File: src/rtl/jtag_dma_controller.sv
`timescale 1ns/1ps
`default_nettype none
// ============================================================================
// Module      : jtag_dma_controller
// Description : Bus-master DMA sequencer behind the JTAG chain-1 command
//               register. One burst per launch toggle, buffer <-> system bus.
//               Optional watchdog enabled by defining JTAG_DMA_TIMEOUT_EN.
// Revision    : 1.0 - initial release
// ============================================================================
module jtag_dma_controller #(
  parameter int BUF_ADDR_W     = 5,
  parameter int TIMEOUT_CYCLES = 1024
) (
  input  logic                  clock,
  input  logic                  reset,
  input  logic                  start_toggle_in,
  input  logic                  read_not_write_in,
  input  logic [31:0]           address_in,
  input  logic [7:0]            burst_size_in,
  input  logic [3:0]            byte_enables_in,
  output logic [BUF_ADDR_W-1:0] buffer_address_out,
  input  logic [31:0]           buffer_data_in,
  output logic [31:0]           buffer_data_out,
  output logic                  buffer_write_enable_out,
  output logic                  request_out,
  input  logic                  grant_in,
  output logic                  begin_transaction_out,
  output logic [31:0]           address_data_out,
  output logic [3:0]            byte_enables_out,
  output logic [7:0]            burst_size_out,
  output logic                  read_n_write_out,
  output logic                  data_valid_out,
  output logic                  end_transaction_out,
  input  logic [31:0]           address_data_in,
  input  logic                  data_valid_in,
  input  logic                  busy_in,
  input  logic                  end_transaction_in,
  input  logic                  error_in,
  output logic                  busy_out,
  output logic                  error_out,
  output logic                  done_toggle_out
);

  typedef enum logic [2:0] {
    S_IDLE    = 3'd0,
    S_REQUEST = 3'd1,
    S_INIT    = 3'd2,
    S_WRITE   = 3'd3,
    S_READ    = 3'd4,
    S_END     = 3'd5
  } state_t;

  localparam int c_MAX_BURST = (1 << BUF_ADDR_W) - 1;

  state_t                r_state;
  state_t                w_next;
  logic                  r_sync1;
  logic                  r_sync2;
  logic                  r_prev;
  logic [31:0]           r_addr;
  logic [7:0]            r_burst;
  logic                  r_rnw;
  logic [3:0]            r_be;
  logic [BUF_ADDR_W-1:0] r_ptr;
  logic                  r_full;
  logic                  r_error;
  logic                  r_done;

  logic                  w_launch;
  logic [7:0]            w_burst_clamped;
  logic [BUF_ADDR_W-1:0] w_last_idx;
  logic                  w_set_error;
  logic                  w_accept;
  logic                  w_rd_store;
  logic                  w_timeout;

  assign w_launch   = r_sync2 ^ r_prev;
  assign w_last_idx = BUF_ADDR_W'(r_burst);

  // The buffer bounds the burst; a larger request is cut to the buffer depth.
  generate
    if (BUF_ADDR_W < 8) begin : g_clamp
      assign w_burst_clamped = (burst_size_in > 8'(c_MAX_BURST)) ? 8'(c_MAX_BURST) : burst_size_in;
    end else begin : g_noclamp
      assign w_burst_clamped = burst_size_in;
    end
  endgenerate

`ifdef JTAG_DMA_TIMEOUT_EN
  localparam int c_TMR_W = $clog2(TIMEOUT_CYCLES + 1);

  logic [c_TMR_W-1:0] r_timer;
  logic               w_timer_clear;

  // Any sign of progress restarts the watchdog.
  assign w_timer_clear = (r_state == S_IDLE) || (w_next != r_state) || w_accept ||
                         ((r_state == S_READ) && data_valid_in);
  assign w_timeout     = (r_state != S_IDLE) && (r_timer >= c_TMR_W'(TIMEOUT_CYCLES - 1));

  always_ff @(posedge clock or posedge reset) begin
    if (reset) begin
      r_timer <= '0;
    end else if (w_timer_clear) begin
      r_timer <= '0;
    end else begin
      r_timer <= r_timer + 1'b1;
    end
  end
`else
  // Watchdog compiled out: the controller waits indefinitely for the bus.
  assign w_timeout = (TIMEOUT_CYCLES < 0);
`endif

  always_comb begin
    w_next                  = r_state;
    w_set_error             = 1'b0;
    w_accept                = 1'b0;
    w_rd_store              = 1'b0;
    request_out             = 1'b0;
    begin_transaction_out   = 1'b0;
    address_data_out        = '0;
    byte_enables_out        = '0;
    burst_size_out          = '0;
    read_n_write_out        = 1'b0;
    data_valid_out          = 1'b0;
    end_transaction_out     = 1'b0;
    buffer_address_out      = '0;
    buffer_data_out         = '0;
    buffer_write_enable_out = 1'b0;
    case (r_state)
      S_IDLE: begin
        if (w_launch) w_next = S_REQUEST;
      end
      S_REQUEST: begin
        request_out = 1'b1;
        if (w_timeout) begin
          w_set_error = 1'b1;
          w_next      = S_IDLE;
        end else if (grant_in) begin
          w_next = S_INIT;
        end
      end
      S_INIT: begin
        // Buffer address 0 is presented here so word 0 arrives on WRITE entry.
        request_out           = 1'b1;
        begin_transaction_out = 1'b1;
        address_data_out      = r_addr;
        byte_enables_out      = r_be;
        burst_size_out        = r_burst;
        read_n_write_out      = r_rnw;
        if (error_in) begin
          w_set_error = 1'b1;
          w_next      = S_END;
        end else begin
          w_next = r_rnw ? S_READ : S_WRITE;
        end
      end
      S_WRITE: begin
        data_valid_out     = 1'b1;
        address_data_out   = buffer_data_in;
        buffer_address_out = r_ptr;
        if (error_in) begin
          w_set_error = 1'b1;
          w_next      = S_END;
        end else if (!busy_in) begin
          // Prefetch the next word so accepted words stream without bubbles.
          w_accept           = 1'b1;
          buffer_address_out = r_ptr + 1'b1;
          if (r_ptr == w_last_idx) w_next = S_END;
        end else if (w_timeout) begin
          w_set_error = 1'b1;
          w_next      = S_END;
        end
      end
      S_READ: begin
        buffer_address_out = r_ptr;
        buffer_data_out    = address_data_in;
        if (error_in) begin
          w_set_error = 1'b1;
          w_next      = end_transaction_in ? S_IDLE : S_END;
        end else begin
          if (data_valid_in && !r_full) begin
            w_rd_store              = 1'b1;
            buffer_write_enable_out = 1'b1;
          end
          if (end_transaction_in) begin
            w_next = S_IDLE;
          end else if (w_timeout) begin
            w_set_error = 1'b1;
            w_next      = S_END;
          end
        end
      end
      S_END: begin
        end_transaction_out = 1'b1;
        w_next              = S_IDLE;
      end
      default: begin
        w_next = S_IDLE;
      end
    endcase
  end

  always_ff @(posedge clock or posedge reset) begin
    if (reset) begin
      r_state <= S_IDLE;
      r_sync1 <= 1'b0;
      r_sync2 <= 1'b0;
      r_prev  <= 1'b0;
      r_addr  <= '0;
      r_burst <= '0;
      r_rnw   <= 1'b0;
      r_be    <= '0;
      r_ptr   <= '0;
      r_full  <= 1'b0;
      r_error <= 1'b0;
      r_done  <= 1'b0;
    end else begin
      r_sync1 <= start_toggle_in;
      r_sync2 <= r_sync1;
      r_prev  <= r_sync2;
      r_state <= w_next;
      if ((r_state == S_IDLE) && w_launch) begin
        r_addr  <= address_in;
        r_burst <= w_burst_clamped;
        r_rnw   <= read_not_write_in;
        r_be    <= byte_enables_in;
        r_error <= 1'b0;
      end else if (w_set_error) begin
        r_error <= 1'b1;
      end
      if (r_state == S_INIT) begin
        r_ptr  <= '0;
        r_full <= 1'b0;
      end else if (w_accept) begin
        r_ptr <= r_ptr + 1'b1;
      end else if (w_rd_store) begin
        // Hold the pointer at the last slot so surplus read words are dropped.
        if (r_ptr == w_last_idx) r_full <= 1'b1;
        else                     r_ptr  <= r_ptr + 1'b1;
      end
      if ((r_state != S_IDLE) && (w_next == S_IDLE)) r_done <= ~r_done;
    end
  end

  assign busy_out        = (r_state != S_IDLE);
  assign error_out       = r_error;
  assign done_toggle_out = r_done;

endmodule
`default_nettype wire

File: config.mk
export PLATFORM = sky130hd
export DESIGN_NAME = jtag_dma_controller
export DESIGN_NICKNAME = d
export VERILOG_FILES = /design/src/rtl/jtag_dma_controller.sv
export SDC_FILE = /design/constraint.sdc
export NUM_CORES = 1
export LEC_CHECK = 0
export BUFFER_PORTS_ARGS = -buffer_cell sky130_fd_sc_hd__buf_2
export CORE_AREA = 10 10 95 97
export CTS_BUF_LIST = sky130_fd_sc_hd__clkbuf_2 sky130_fd_sc_hd__clkbuf_4 sky130_fd_sc_hd__clkbuf_8
export DETAILED_ROUTE_END_ITERATION = 6
export DIE_AREA = 0 0 105 107
export GPL_TIMING_DRIVEN = 1
export HOLD_SLACK_MARGIN = 0.06
export PLACE_DENSITY = 0.87
export SYNTH_ARGS = -nofsm -noshare
export SYNTH_HDL_FRONTEND = slang
export SYNTH_SLANG_ARGS = --single-unit
File: constraint.sdc
create_clock -name clock -period 3.2 [get_ports clock]
set_clock_uncertainty 0.15 [all_clocks]
set_input_delay 0.64 -clock clock [delete_from_list [all_inputs] [get_ports clock]]
set_output_delay 0.64 -clock clock [all_outputs]
set_load 0.01 [all_outputs]
==> key figures <==
Floorplanning
  – Die width: approximately 110 µm
  – Core area: ~7100 µm²
  – FP Rows: 31
  – Die Y: roughly 110 µm
  – Io pins: 207
  – Die ar.: between 10000 and 15000 µm²
  – Initial core utilization: 47.30%

Drt
  – Drt pass-1 iters: 4
  – Remaining DRCs: 0
  – Vias after detailed routing: ~3.3k
  – Post-DRT Antenna Nets: 0
  – Wire length per cell: 18.02 µm
  – DRT iter0 DRCs: 110
  – Post-Route WL: roughly 12 mm
  – Vias/cell: between 5 and 6

Worst setup path
  – Crit path cell chain: inv_1 > nor2_1 > nand2_1 > nor3_2 > nand2_1 > o21ai_0 > buf_2
  – Max incr delay on CP: 500 ps
  – FF-to-FF Start: r_state[0]
  – Slowest-stage cell, CP: dfrtp_1
  – Critical Path AT: between 2000 and 2500 ps
  – Crit path max fanout: 8
  – R2R Setup Slk: 750 ps
  – Crit path capture type: output port
  – Cell mode on critical path: nand2_1
  – Startpoint types: flop
  – Critical register-to-register path endpoint: r_ptr[3]
  – Worst Path Required: 2410 ps
  – Worst Reg-to-Reg Cells: 6
  – Kind of critical path: flop to output port

STA
  – Least-Margin Pin Slew: around 730 ps
  – Tmin final: roughly 2900 ps
  – RSZ-0062 raised after global routing: no
  – Final Hold Viols: 0
  – F_max: approximately 340 MHz
  – Max Slew Vio Count: 0
  – Final setup TNS: 0 ps
  – Max transition margin: 51.20%
  – Final period utilization: between 90% and 100%
  – # setup viols final: 0

Cells and area
  – Final non-filler cell total: between 600 and 700
  – Final core utilization: about 66%
  – Share of cells above drive strength 1: between 50% and 60%
  – Final #Nets: 654
  – Antenna Cells: 0
  – Area grow syn2layout: 38.81%
  – Fill count: around 600
  – Most frequent cells in the layout: buf_2 (206), dfrtp_1 (58), nor2_1 (46)
  – Commonest non-fill, non-tap cell in the layout: buf_2

Synthesis
  – FFs w/ async S/R, synth: 100.0%
  – Yosys Warn Count: 0
  – Synth top area share: between 40% and 50%
  – Yosys reg bits: 59
  – Number of flops mapped to enable cells by yosys: 0
  – Post-synthesis sequential area ratio: a little over two fifths
  – Post-Syn Area per Cell: approximately 10 µm²
  – Post-synthesis cell count: 336
  – Post-synth cell types: 36
  – Post-synth top area cell: dfrtp_1
  – Primary FF master, synth: dfrtp_1
  – Top post-synthesis cells by area: dfrtp_1 (44%), mux2_2 (13%), mux2i_1 (9.5%)
  – Post-Syn Nets: between 400 and 500
  – Synthesized area: around 3400 µm²

Power and ir drop
  – Overall power: roughly 0.004 W
  – Max rail drop VDD: between 0.5 and 0.6 mV
  – PD cells: approximately 860 nW/µm²
  – Leak pwr: about 2.7 nW

CTS
  – Root Buffer: clkbuf_8
  – Clock transition at path regs: approximately 60 ps
  – Total CTS buffers: 9
  – H-tree depth: 3
  – # clock sinks: 59
  – Clock buffer depth: 2
  – Clock Latency Late Sink: 330 ps
  – TritonCTS clock tree: built
  – Hold_buf cts: 0

Global routing
  – GRT Total Usage: slightly below 20%
  – First-pass GRT wire length: 18.15 mm
  – Largest net degree at the start of global routing: 60
  – Initial antenna violation count: 0
  – Vias in the first global route: approximately 3.5k
  – Overflow after GRT: 0

Placed design
  – Port bufs: just over 200
  – RePlAce Congestion: about 0.93
  – Post-DP HPWL: ~9.4 mm
  – Placed insts: ~620

Job
  – Max Cap Viol: 0

Run status
  – Run status: completed

Worst hold path
  – Hold path depth: 0
  – HP Start: r_sync1
  – HP Class: flop to flop
  – Hold EP: r_sync2
[layer usage]
metal,GRT usage (%),wire length [µm],vias up
met4,7.157,249,0
met3,9.461,1360,17
met5,0,0,-
li1,-,-,1556
met2,33.81,5517,200
met1,21.12,4404,1503
[final cells by class]
type,instances,area [µm²],share of cell area (%)
Multi-Input combinational cell,249,1763,37.62
Clock inverter,4,73.82,1.575
Timing Repair Buffer,212,1076,22.96
Sequential cell,59,1478,31.54
Clock buffer,12,152.6,3.258
Inverter,5,18.77,0.4005
Tap cell,99,123.9,2.644
[Yosys cell counts (2+ instances only)]
master and count:
o21ai_0 24, inv_1 5, nand2b_1 3, clkbuf_1 10, dfrtp_1 59, nand2_1 15, a21oi_1 6, and3_1 35
nor2_1 46, nand3_1 2, mux2i_1 32, and2_1 17, o31ai_1 2, nor4b_1 2, buf_1 2, buf_6 4
or3_1 2, buf_2 7, xor2_1 7, nor3_1 3, mux2_2 38
[stage by stage]
step                      worst slack, ps  hold slack, ps  instance area, µm²
after floorplan                     861.5           181.2                3376
after global placement              701.2           186.4                4454
after detailed placement            549.5           195.1                4454
final                               300.5           203.4                4686
after global routing                74.83           220.2                4686
after CTS                           183.9           209.1                4681
[timing repair]
item                       CTS  global route
buffers inserted             0             0
hold endpoints to repair     0             0
resized for setup            0             1
setup endpoints to repair    0             3
[state kept, by name, summed over array words and instances, names as in the netlist]
signal           count
r_addr              32
r_burst              8
r_ptr                5
r_be                 4
r_state              3
done_toggle_out      1
error_out            1
r_full               1
r_prev               1
r_rnw                1
r_sync1              1
r_sync2              1
[power breakdown]
part	switching, W	internal (W)	leakage, nW
clock network	0.000284	0.000477	0.117
logic	0.00100	0.000897	1.89
registers	0.000291	0.00109	0.705
[worst max-delay path: cells and delay by family, from the launching register on]
kind,cells,cell delay (ps)
simple gates,4,830
flops,1,500
buf+inv,2,280
compound gates,1,180
[worst max-delay path by stage]
stage	slack, ps	depth (start not counted)	startpoint	end
detailed placement	550	7	r_state[1]	buffer_address_out[3]
global placement	700	7	r_state[1]	buffer_address_out[3]
CTS	180	7	r_state[1]	buffer_address_out[3]
finish	300	7	r_state[1]	buffer_address_out[3]
floorplan	860	6	r_state[1]	buffer_address_out[2]
global route	70	7	r_state[1]	buffer_address_out[3]
[logic make-up (layout without fill, tap and decap cells)]
logic type | after synthesis | count (layout) | synth area share (%)
AND/OR/NAND/NOR | 132 | 132 | 20.90
multiplexers | 70 | 70 | 22.16
flip-flops | 59 | 59 | 43.74
AO/OA/AOI/OAI | 38 | 38 | 6.487
buffers and inverters | 28 | 233 | 4.262
XOR/XNOR | 8 | 8 | 2.076
adder cells (fa/ha/maj) | 1 | 1 | 0.3706
Power figures use the tool's default switching activity.
